File: src/rtl/retry_ack_tracker_pkg.sv
// Shared definitions for the retry-buffer ack tracker: default sizing,
// the tracker state type and the free-request helper.
package retry_pkg;

  localparam int RETRY_BUF_DEPTH = 64;
  localparam int RETRY_ACK_GRAN  = 8;
  localparam int FREE_REQ_W      = 9;

  typedef enum logic [1:0] {
    ST_NORMAL = 2'd0,
    ST_FULL   = 2'd1,
    ST_ERROR  = 2'd2
  } retry_ack_state_e;

  // Kept 9 bits wide so ack-bit granule plus a full 8-bit count never wraps.
  function automatic logic [FREE_REQ_W-1:0] calc_free_req(
    input logic                  ack_bit,
    input logic                  full_ack_vld,
    input logic [7:0]            full_ack_cnt,
    input logic [FREE_REQ_W-1:0] gran
  );
    logic [FREE_REQ_W-1:0] from_bit;
    logic [FREE_REQ_W-1:0] from_full;
    from_bit  = ack_bit ? gran : '0;
    from_full = full_ack_vld ? {1'b0, full_ack_cnt} : '0;
    return from_bit + from_full;
  endfunction

endpackage

File: src/rtl/retry_ack_tracker_if.sv
// Allocation / acknowledge bundle between the link layer and the retry
// ack tracker. The tracker uses the slave view, its driver the master view.
interface retry_ack_tracker_if
  import retry_pkg::*;
#(
  parameter int DEPTH = RETRY_BUF_DEPTH
);
  localparam int PTR_W = $clog2(DEPTH);

  logic             i_flit_alloc;
  logic             i_rx_ack_bit;
  logic             i_rx_full_ack_vld;
  logic [7:0]       i_rx_full_ack_cnt;
  logic             i_err_clr;

  logic [PTR_W-1:0] o_wr_ptr;
  logic [PTR_W-1:0] o_rd_ptr;
  logic [PTR_W:0]   o_num_free;
  logic             o_buf_full;
  logic             o_buf_empty;
  logic             o_alloc_stall;
  logic             o_ack_err;

  modport master (
    output i_flit_alloc, i_rx_ack_bit, i_rx_full_ack_vld, i_rx_full_ack_cnt, i_err_clr,
    input  o_wr_ptr, o_rd_ptr, o_num_free, o_buf_full, o_buf_empty, o_alloc_stall, o_ack_err
  );

  modport slave (
    input  i_flit_alloc, i_rx_ack_bit, i_rx_full_ack_vld, i_rx_full_ack_cnt, i_err_clr,
    output o_wr_ptr, o_rd_ptr, o_num_free, o_buf_full, o_buf_empty, o_alloc_stall, o_ack_err
  );

endinterface

File: src/rtl/retry_ack_tracker_counter.sv
// Generic up/down counter: adds a multi-bit increment and subtracts a
// single-bit decrement each cycle; caller guarantees no over/underflow.
module nbit_up_dn_counter #(
  parameter int               WIDTH   = 7,
  parameter int               INC_W   = 9,
  parameter logic [WIDTH-1:0] RST_VAL = '0
) (
  input  logic             clk,
  input  logic             srst,
  input  logic [INC_W-1:0] inc,
  input  logic             dec,
  output logic [WIDTH-1:0] count
);

  logic [WIDTH-1:0] count_reg;
  logic [WIDTH-1:0] count_next;

  always_comb begin
    count_next = count_reg + WIDTH'(inc) - WIDTH'(dec);
  end

  always_ff @(posedge clk) begin
    if (srst) begin
      count_reg <= RST_VAL;
    end else begin
      count_reg <= count_next;
    end
  end

  assign count = count_reg;

endmodule

File: src/rtl/retry_ack_tracker.sv
// Retry-buffer pointer and free-count tracker driven by Ack bits and full-acks.
// Optional over-acknowledge error handling is enabled by RETRY_ACK_ERR_CHK_EN.
module retry_ack_tracker
  import retry_pkg::*;
#(
  parameter int DEPTH    = RETRY_BUF_DEPTH,
  parameter int ACK_GRAN = RETRY_ACK_GRAN
) (
  input  logic                i_clk,
  input  logic                i_rst,
  retry_ack_tracker_if.slave  bus
);

  localparam int                    PTR_W   = $clog2(DEPTH);
  localparam int                    CNT_W   = PTR_W + 1;
  localparam logic [CNT_W-1:0]      DEPTH_C = CNT_W'(DEPTH);
  localparam logic [FREE_REQ_W-1:0] GRAN_C  = FREE_REQ_W'(ACK_GRAN);

  retry_ack_state_e        state_reg;
  retry_ack_state_e        state_next;
  logic [PTR_W-1:0]        wr_ptr_reg;
  logic [PTR_W-1:0]        rd_ptr_reg;
  logic [CNT_W-1:0]        num_free;
  logic [CNT_W-1:0]        num_free_next;
  logic [CNT_W-1:0]        occ;
  logic [FREE_REQ_W-1:0]   free_req;
  logic [FREE_REQ_W-1:0]   free_amt;
  logic                    over_ack;
  logic                    alloc_ok;

  // Occupancy is taken before any same-cycle allocation is applied.
  always_comb begin
    free_req = calc_free_req(bus.i_rx_ack_bit, bus.i_rx_full_ack_vld,
                             bus.i_rx_full_ack_cnt, GRAN_C);
    occ      = DEPTH_C - num_free;
    over_ack = free_req > FREE_REQ_W'(occ);
  end

  always_comb begin
    state_next    = state_reg;
    alloc_ok      = 1'b0;
    free_amt      = '0;
    num_free_next = num_free;
    case (state_reg)
      ST_NORMAL, ST_FULL: begin
`ifdef RETRY_ACK_ERR_CHK_EN
        if (over_ack) begin
          state_next = ST_ERROR;
        end else begin
          free_amt      = free_req;
          alloc_ok      = bus.i_flit_alloc && (state_reg == ST_NORMAL);
          num_free_next = num_free + CNT_W'(free_amt) - CNT_W'(alloc_ok);
          state_next    = (num_free_next == '0) ? ST_FULL : ST_NORMAL;
        end
`else
        // Over-acknowledge is clamped to whatever is actually outstanding.
        free_amt      = over_ack ? FREE_REQ_W'(occ) : free_req;
        alloc_ok      = bus.i_flit_alloc && (state_reg == ST_NORMAL);
        num_free_next = num_free + CNT_W'(free_amt) - CNT_W'(alloc_ok);
        state_next    = (num_free_next == '0) ? ST_FULL : ST_NORMAL;
`endif
      end
`ifdef RETRY_ACK_ERR_CHK_EN
      ST_ERROR: begin
        if (bus.i_err_clr) begin
          state_next = (num_free == '0) ? ST_FULL : ST_NORMAL;
        end
      end
`endif
      default: begin
        state_next = ST_NORMAL;
      end
    endcase
  end

  always_ff @(posedge i_clk) begin
    if (i_rst) begin
      state_reg <= ST_NORMAL;
    end else begin
      state_reg <= state_next;
    end
  end

  // Truncating to PTR_W bits gives the mod-DEPTH wrap for free.
  always_ff @(posedge i_clk) begin
    if (i_rst) begin
      wr_ptr_reg <= '0;
      rd_ptr_reg <= '0;
    end else begin
      wr_ptr_reg <= wr_ptr_reg + PTR_W'(alloc_ok);
      rd_ptr_reg <= rd_ptr_reg + PTR_W'(free_amt);
    end
  end

  nbit_up_dn_counter #(
    .WIDTH   (CNT_W),
    .INC_W   (FREE_REQ_W),
    .RST_VAL (DEPTH_C)
  ) u_free_cnt (
    .clk   (i_clk),
    .srst  (i_rst),
    .inc   (free_amt),
    .dec   (alloc_ok),
    .count (num_free)
  );

  assign bus.o_wr_ptr      = wr_ptr_reg;
  assign bus.o_rd_ptr      = rd_ptr_reg;
  assign bus.o_num_free    = num_free;
  assign bus.o_buf_full    = (num_free == '0);
  assign bus.o_buf_empty   = (num_free == DEPTH_C);
  assign bus.o_alloc_stall = (state_reg != ST_NORMAL);

`ifdef RETRY_ACK_ERR_CHK_EN
  assign bus.o_ack_err = (state_reg == ST_ERROR);
`else
  logic unused_err_clr;
  assign unused_err_clr = bus.i_err_clr;
  assign bus.o_ack_err  = 1'b0;
`endif

endmodule

File: src/flat_wrapper.sv
// flat-port wrapper written by rule: the top's interface ports become plain ports
module retry_ack_tracker_flat import retry_pkg::*;
#(
  parameter int DEPTH    = RETRY_BUF_DEPTH,
  parameter int ACK_GRAN = RETRY_ACK_GRAN
)
  (i_clk, i_rst, bus_i_flit_alloc, bus_i_rx_ack_bit, bus_i_rx_full_ack_vld, bus_i_rx_full_ack_cnt, bus_i_err_clr, bus_o_wr_ptr, bus_o_rd_ptr, bus_o_num_free, bus_o_buf_full, bus_o_buf_empty, bus_o_alloc_stall, bus_o_ack_err);
  retry_ack_tracker_if #(.DEPTH(DEPTH)) bus_i ();
  input  logic i_clk;
  input  logic i_rst;
  input wire logic [$bits(bus_i.i_flit_alloc)-1:0] bus_i_flit_alloc;
  input wire logic [$bits(bus_i.i_rx_ack_bit)-1:0] bus_i_rx_ack_bit;
  input wire logic [$bits(bus_i.i_rx_full_ack_vld)-1:0] bus_i_rx_full_ack_vld;
  input wire logic [$bits(bus_i.i_rx_full_ack_cnt)-1:0] bus_i_rx_full_ack_cnt;
  input wire logic [$bits(bus_i.i_err_clr)-1:0] bus_i_err_clr;
  output wire logic [$bits(bus_i.o_wr_ptr)-1:0] bus_o_wr_ptr;
  output wire logic [$bits(bus_i.o_rd_ptr)-1:0] bus_o_rd_ptr;
  output wire logic [$bits(bus_i.o_num_free)-1:0] bus_o_num_free;
  output wire logic [$bits(bus_i.o_buf_full)-1:0] bus_o_buf_full;
  output wire logic [$bits(bus_i.o_buf_empty)-1:0] bus_o_buf_empty;
  output wire logic [$bits(bus_i.o_alloc_stall)-1:0] bus_o_alloc_stall;
  output wire logic [$bits(bus_i.o_ack_err)-1:0] bus_o_ack_err;
  assign bus_i.i_flit_alloc = bus_i_flit_alloc;
  assign bus_i.i_rx_ack_bit = bus_i_rx_ack_bit;
  assign bus_i.i_rx_full_ack_vld = bus_i_rx_full_ack_vld;
  assign bus_i.i_rx_full_ack_cnt = bus_i_rx_full_ack_cnt;
  assign bus_i.i_err_clr = bus_i_err_clr;
  assign bus_o_wr_ptr = bus_i.o_wr_ptr;
  assign bus_o_rd_ptr = bus_i.o_rd_ptr;
  assign bus_o_num_free = bus_i.o_num_free;
  assign bus_o_buf_full = bus_i.o_buf_full;
  assign bus_o_buf_empty = bus_i.o_buf_empty;
  assign bus_o_alloc_stall = bus_i.o_alloc_stall;
  assign bus_o_ack_err = bus_i.o_ack_err;
  retry_ack_tracker #(.DEPTH(DEPTH), .ACK_GRAN(ACK_GRAN)) u_core (.i_clk(i_clk), .i_rst(i_rst), .bus(bus_i));
endmodule
File: config.mk
export PLATFORM = sky130hd
export DESIGN_NAME = retry_ack_tracker_flat
export DESIGN_NICKNAME = d
export VERILOG_FILES = /design/src/rtl/retry_ack_tracker_pkg.sv /design/src/rtl/retry_ack_tracker_if.sv /design/src/rtl/retry_ack_tracker_counter.sv /design/src/rtl/retry_ack_tracker.sv /design/src/flat_wrapper.sv
export SDC_FILE = /design/constraint.sdc
export NUM_CORES = 1
export LEC_CHECK = 0
export BUFFER_PORTS_ARGS = -buffer_cell sky130_fd_sc_hd__buf_2
export CORE_ASPECT_RATIO = 0.75
export CORE_UTILIZATION = 52
export DETAILED_ROUTE_END_ITERATION = 10
export PLACE_DENSITY = 0.75
export SETUP_SLACK_MARGIN = 0.2
export SLEW_MARGIN = 20
export SYNTH_ARGS = -nofsm -noshare
export SYNTH_HDL_FRONTEND = slang
export SYNTH_HIERARCHICAL = 1
export SYNTH_SLANG_ARGS = --single-unit
File: constraint.sdc
create_clock -name i_clk -period 4.1 [get_ports i_clk]
set_input_delay 0.205 -clock i_clk [delete_from_list [all_inputs] [get_ports i_clk]]
set_output_delay 0.205 -clock i_clk [all_outputs]
set_load 0.005 [all_outputs]
== Yosys cells after proc, flatten, opt, wreduce, memory -nomap -nowiden ==
Index checks and enable logic that the tools add are counted.
Storage, ports and cells
  flip-flop bits (word level): 21
  bits of input ports: 14
  logic and storage cells: 29
Cells by class
  add/subtract/negate cells: 8
  order comparisons: 1
  equal/unequal tests: 2
  mux-type cells: 6
  bitwise logic cells: 1
  reduce and logical (&&, ||, !) cells: 7
Operator list (count)
  $add A7 B7 Y7: 2
  $logic_not A7 Y1: 2
  $mux W7: 2
  $sub A7 B1 Y7: 2
  $add A4 B8 Y9: 1
  $gt A9 B7 Y1: 1
  $mux W8: 1
  $eq A7 B7 Y1 const B: 1
  $sub A7 B7 Y7 const A: 1
  $add A6 B1 Y6: 1
  $add A6 B6 Y6: 1
  $mux W4: 1
  $reduce_or A2 Y1: 2
  $eq A2 B1 Y1 const B: 1
  $logic_not A2 Y1: 1
  $mux W1: 2
  $reduce_bool A2 Y1: 1
  $logic_and A1 B1 Y1: 1
  $not A1 Y1: 1

== Longest topological paths before layout ==
  depth after elaboration: 8
  gate-level depth with buffers: 22
  mapped depth without buffers: 22

== By module ==
Netlist, hierarchy kept.
Modules (own cells, without submodules)
  retry_ack_tracker: instances 1, cells an instance 199, area each 1570.3 µm²
  nbit_up_dn_counter: instances 1, cells an instance 78, area each 611.8 µm²

== Least setup slack after synthesis ==
No wires, ideal clock.
  path kind: register to register
  start point: reg u_core.u_free_cnt.count_reg[0], in the netlist u_core/u_free_cnt/count[0]
  end point: reg u_core.state_reg[0]
  library setup time: 0.070 ns
  arrival: 3.964 ns
  data required time: 4.030 ns
  slack: 0.066 ns
  stages on the path, launching flop included: 21
  path buffers: 0
  cell sequence: dfxtp_1 > inv_1 > ha_1 > nand4_1 > xnor2_1 > ha_1 > a21o_1 > o22ai_1 > a31o_2 > nand2_2 > o21a_1 > ha_1 > inv_1 > ha_1 > fa_1 > a211oi_1 > o21ai_0 > a21oi_1 > xnor2_1 > or3_1 > a21oi_1
On the way
  cells in the longest elaborated chain, start to end: 7
Ends and longest elaborated chain
  start: declaration: RTL line retry_ack_tracker_counter.sv:15  | logic [WIDTH-1:0] count_reg;
  start signal: assignment: RTL line retry_ack_tracker_counter.sv:26  | count_reg <= count_next;
  $sub A7 B7 Y7: RTL line retry_ack_tracker.sv:35  | occ = DEPTH_C - num_free;
  $gt A9 B7 Y1: RTL line retry_ack_tracker.sv:36  | over_ack = free_req > FREE_REQ_W'(occ);
  $mux W7: RTL line retry_ack_tracker.sv:57  | free_amt = over_ack ? FREE_REQ_W'(occ) : free_req;
  $add A7 B7 Y7 (*): RTL line retry_ack_tracker.sv:59  | num_free_next = num_free + CNT_W'(free_amt) - CNT_W'(alloc_ok);
  $sub A7 B1 Y7 (*): RTL line retry_ack_tracker.sv:59
  $logic_not A7 Y1 (*): RTL line retry_ack_tracker.sv:60  | state_next = (num_free_next == '0) ? ST_FULL : ST_NORMAL;
  $mux W1 (*): RTL line retry_ack_tracker.sv:60
  end signal: assignment: RTL line retry_ack_tracker.sv:80  | state_reg <= state_next;
  end: declaration: RTL line retry_ack_tracker.sv:19  | retry_ack_state_e state_reg;
Mark *: on every way between the ends. The rest lies on a longest branch, timed or not.
A chain may end at the register's enable or synchronous reset.

== Final worst setup path ==
  start point: reg u_core.u_free_cnt.count_reg[1], in the netlist u_core/u_free_cnt/count[1]
  end point: reg u_core.state_reg[0]
The elaborated chain is that of the path after synthesis.

==> flow_summary.toml <==
[floorplanning]
pin_count = 37
die_x_um = 76.80
dieArea_sq_mm = 0.004462
initial_core_util_pct = 57.01
rows = 19
dieHeight_um = 58.10
core-area_sq_mm = 0.003827

[setup_path]
startpoint = "u_core/u_free_cnt/count[1]"
ff2ff_setup_slack_ns = 0.04
worstPathMaxFanout = 8
crit_type = "register to register"
reg2reg_depth = 20
path_cells = "inv_4 -> ha_4 -> nand4_1 -> xnor2_1 -> ha_1 -> a21o_1 -> o22ai_1 -> a31o_2 -> nand2_4 -> o21a_1 -> ha_1 -> inv_1 -> ha_2 -> fa_2 -> a211oi_4 -> o21ai_2 -> a21oi_2 -> xnor2_1 -> or3_1 -> a21oi_1"
cp_data_arrival_time_ns = 4.26
end_kind = "register"
critPathLaunchType = "register"
cpPeakStageDelay_ns = 0.38
crit-reg2reg-launch = "u_core/u_free_cnt/count[1]"
required_ns = 4.30
reg2reg_to = "u_core/state_reg[0]"
cpMaxStageDelayCell = "dfxtp_4"
cp-endpoint = "u_core/state_reg[0]"

[grt]
overflow = 0
track_usage_pct = 23.53
antenna_found_initial = 0
grt_pass1_wl_mm = 8.217
grt_pass1_vias = 1878
grt_start_max_net_pins = 25

[placed_design]
dp_hpwl_mm = 3.839
gp_congestion = 0.8036
placedInstanceArea_sq_mm = 0.002505
port_buffers = 34

[layout]
final_common_cell = "inv_1"
area_delta_synth_final_pct = 25.80
finalNetCount = 388
drive_above_1_share_pct = 27.66
final_util_pct = 71.72
design_area_sq_mm = 0.002745
fillers = 309
final_cell_mix = "52 x inv_1, 37 x ha_1, 34 x buf_2, 24 x nor2_1"
largest_reg_flops = 7
antenna_cells = 0

[sta]
final.setup_skew_ns = 0.005010
setup_viol = 0
final.period_utilization_pct = 98.97
hold_violations = 0
fmax_mhz = 246.5
whs_ns = 0.3448
rsz0062_at_grt = "true"
fin_crit_ns = 4.058
finalSetupTns_ns = 0
drv_slew = 0

[cts]
clk-insertion-delay-late_ns = 0.27
root_buffer = "clkbuf_8"
cts_sinks = 20
clk_path_buf_depth = 2
cts-hold-fix-buffers = 0
path_clk_slew_ns = 0.08
cts_tree = "done"
cts_htree_levels = 1
cts_buffers = 3

[routing]
ant_nets = 0
drc = 0
drt_pass1_iterations = 4
via_per_inst = 5.202
routed_wl_mm = 4.979
wl_per_cell_um = 13.07
drt_iter0_drc = 49
num_vias = 1982

[synth]
synth_nets = 335
synth_seq_cells = 20
avgSynthCellArea_sq_um = 7.878
yosys_most_used_dff = "dfxtp_1"
syn-instance-count = 277
yosys.cell_types.count = 49
synth_edf_count = 0
seq_area_frac_synth_pct = 18.35
syn-cell-area_sq_mm = 0.002182
ys_async_sr_fraction_pct = 0
yosys_warnings = 6

[status]
status = "complete, no violations"

[min_path]
min_path_type = "input port to register"
min-delay-start = "i_rst"

[job]
max_cap_violations = 0
per-layer routing:
metal  share of wire [%]  GRT usage [%]  routed length (um)
met1                  50          30.78                2473
met2                  46          41.33                2311
met3                 3.3          3.780                 164
met4                0.58          4.670                  29
met5                   0              0                   0
worst max-delay path: cells and delay by family (launching register included):
family	cells	cell delay, ns
DFF	1	0.38
and+or+nand+nor	3	0.58
AOI/OAI and AO/OA	8	1.37
adders and majority gates	5	1.24
xor gates and xnor gates	2	0.32
buffers and inverters	2	0.11
metrics by stage:
step	std cells	setup WS [ns]
floorplan	277	0.2378
global placement	373	0.01592
detailed placement	373	-0.06483
CTS	379	0.07067
global route	381	-0.1234
finish	381	0.04238
timing repair:
action,in CTS,in global routing
buffers inserted,2,2
gates resized for setup,20,15
pin swaps,11,12
endpoints found under the setup margin,4,6
worst min path at each step:
| stage | to | depth (start not counted) |
|---|---|---|
| 2_1_floorplan | u_core/bus.o_rd_ptr[0] | 1 |
| 3_3_place_gp | u_core/bus.o_wr_ptr[5] | 2 |
| 3_5_place_dp | u_core/bus.o_wr_ptr[5] | 2 |
| 4_1_cts | u_core/u_free_cnt/count[1] | 2 |
| 5_1_grt | u_core/bus.o_rd_ptr[4] | 2 |
| 6_report | u_core/u_free_cnt/count[1] | 2 |
kinds of logic (layout without fill, tap and decap cells):
logic type      Yosys count  after routing  share of synthesized area [%]
flops                    20             20                          18.35
xor+xnor                 20             20                          8.372
simple gates             83             83                          19.78
other cells               1              1                         0.1719
buf+inv                  59            111                          10.66
compound gates           47             47                          14.97
mux                       3              3                          1.433
fa+ha+maj                44             44                          26.26
area by class of cell:
class / count / area [sq um] / share of cell area [%]
multi-input cells: 198 / 1683 / 61.30
flip-flops and latches: 20 / 409.1 / 14.90
repair buffers: 52 / 305.3 / 11.12
inverters: 55 / 211.5 / 7.703
well taps: 52 / 65.06 / 2.370
clock buffers: 3 / 41.29 / 1.504
clock inverters: 1 / 30.03 / 1.094
synthesized netlist by cell type (2+ instances only):
cell type,count,area [sq um]
o21ai_0,9,45.04
nand2_1,19,71.32
a211oi_1,4,30.03
nand4_1,4,25.02
nor2_1,24,90.09
and3_4,2,22.52
dfxtp_1,20,400.4
xnor2_1,14,122.6
nand3_1,5,25.02
clkbuf_1,2,7.510
a21oi_1,11,55.05
ha_1,41,513.0
xor2_1,5,43.79
nor3b_1,4,30.03
and3_1,2,12.51
a31o_2,2,17.52
o21a_1,5,37.54
nor2b_1,8,50.05
mux2i_1,2,20.02
nor3_1,4,20.02
o211ai_1,2,15.01
inv_1,54,202.7
fa_1,3,60.06
a21o_1,6,45.04
Power is not shown: default switching activity piles up to over one toggle a cycle in this logic, so the estimate is an artifact.
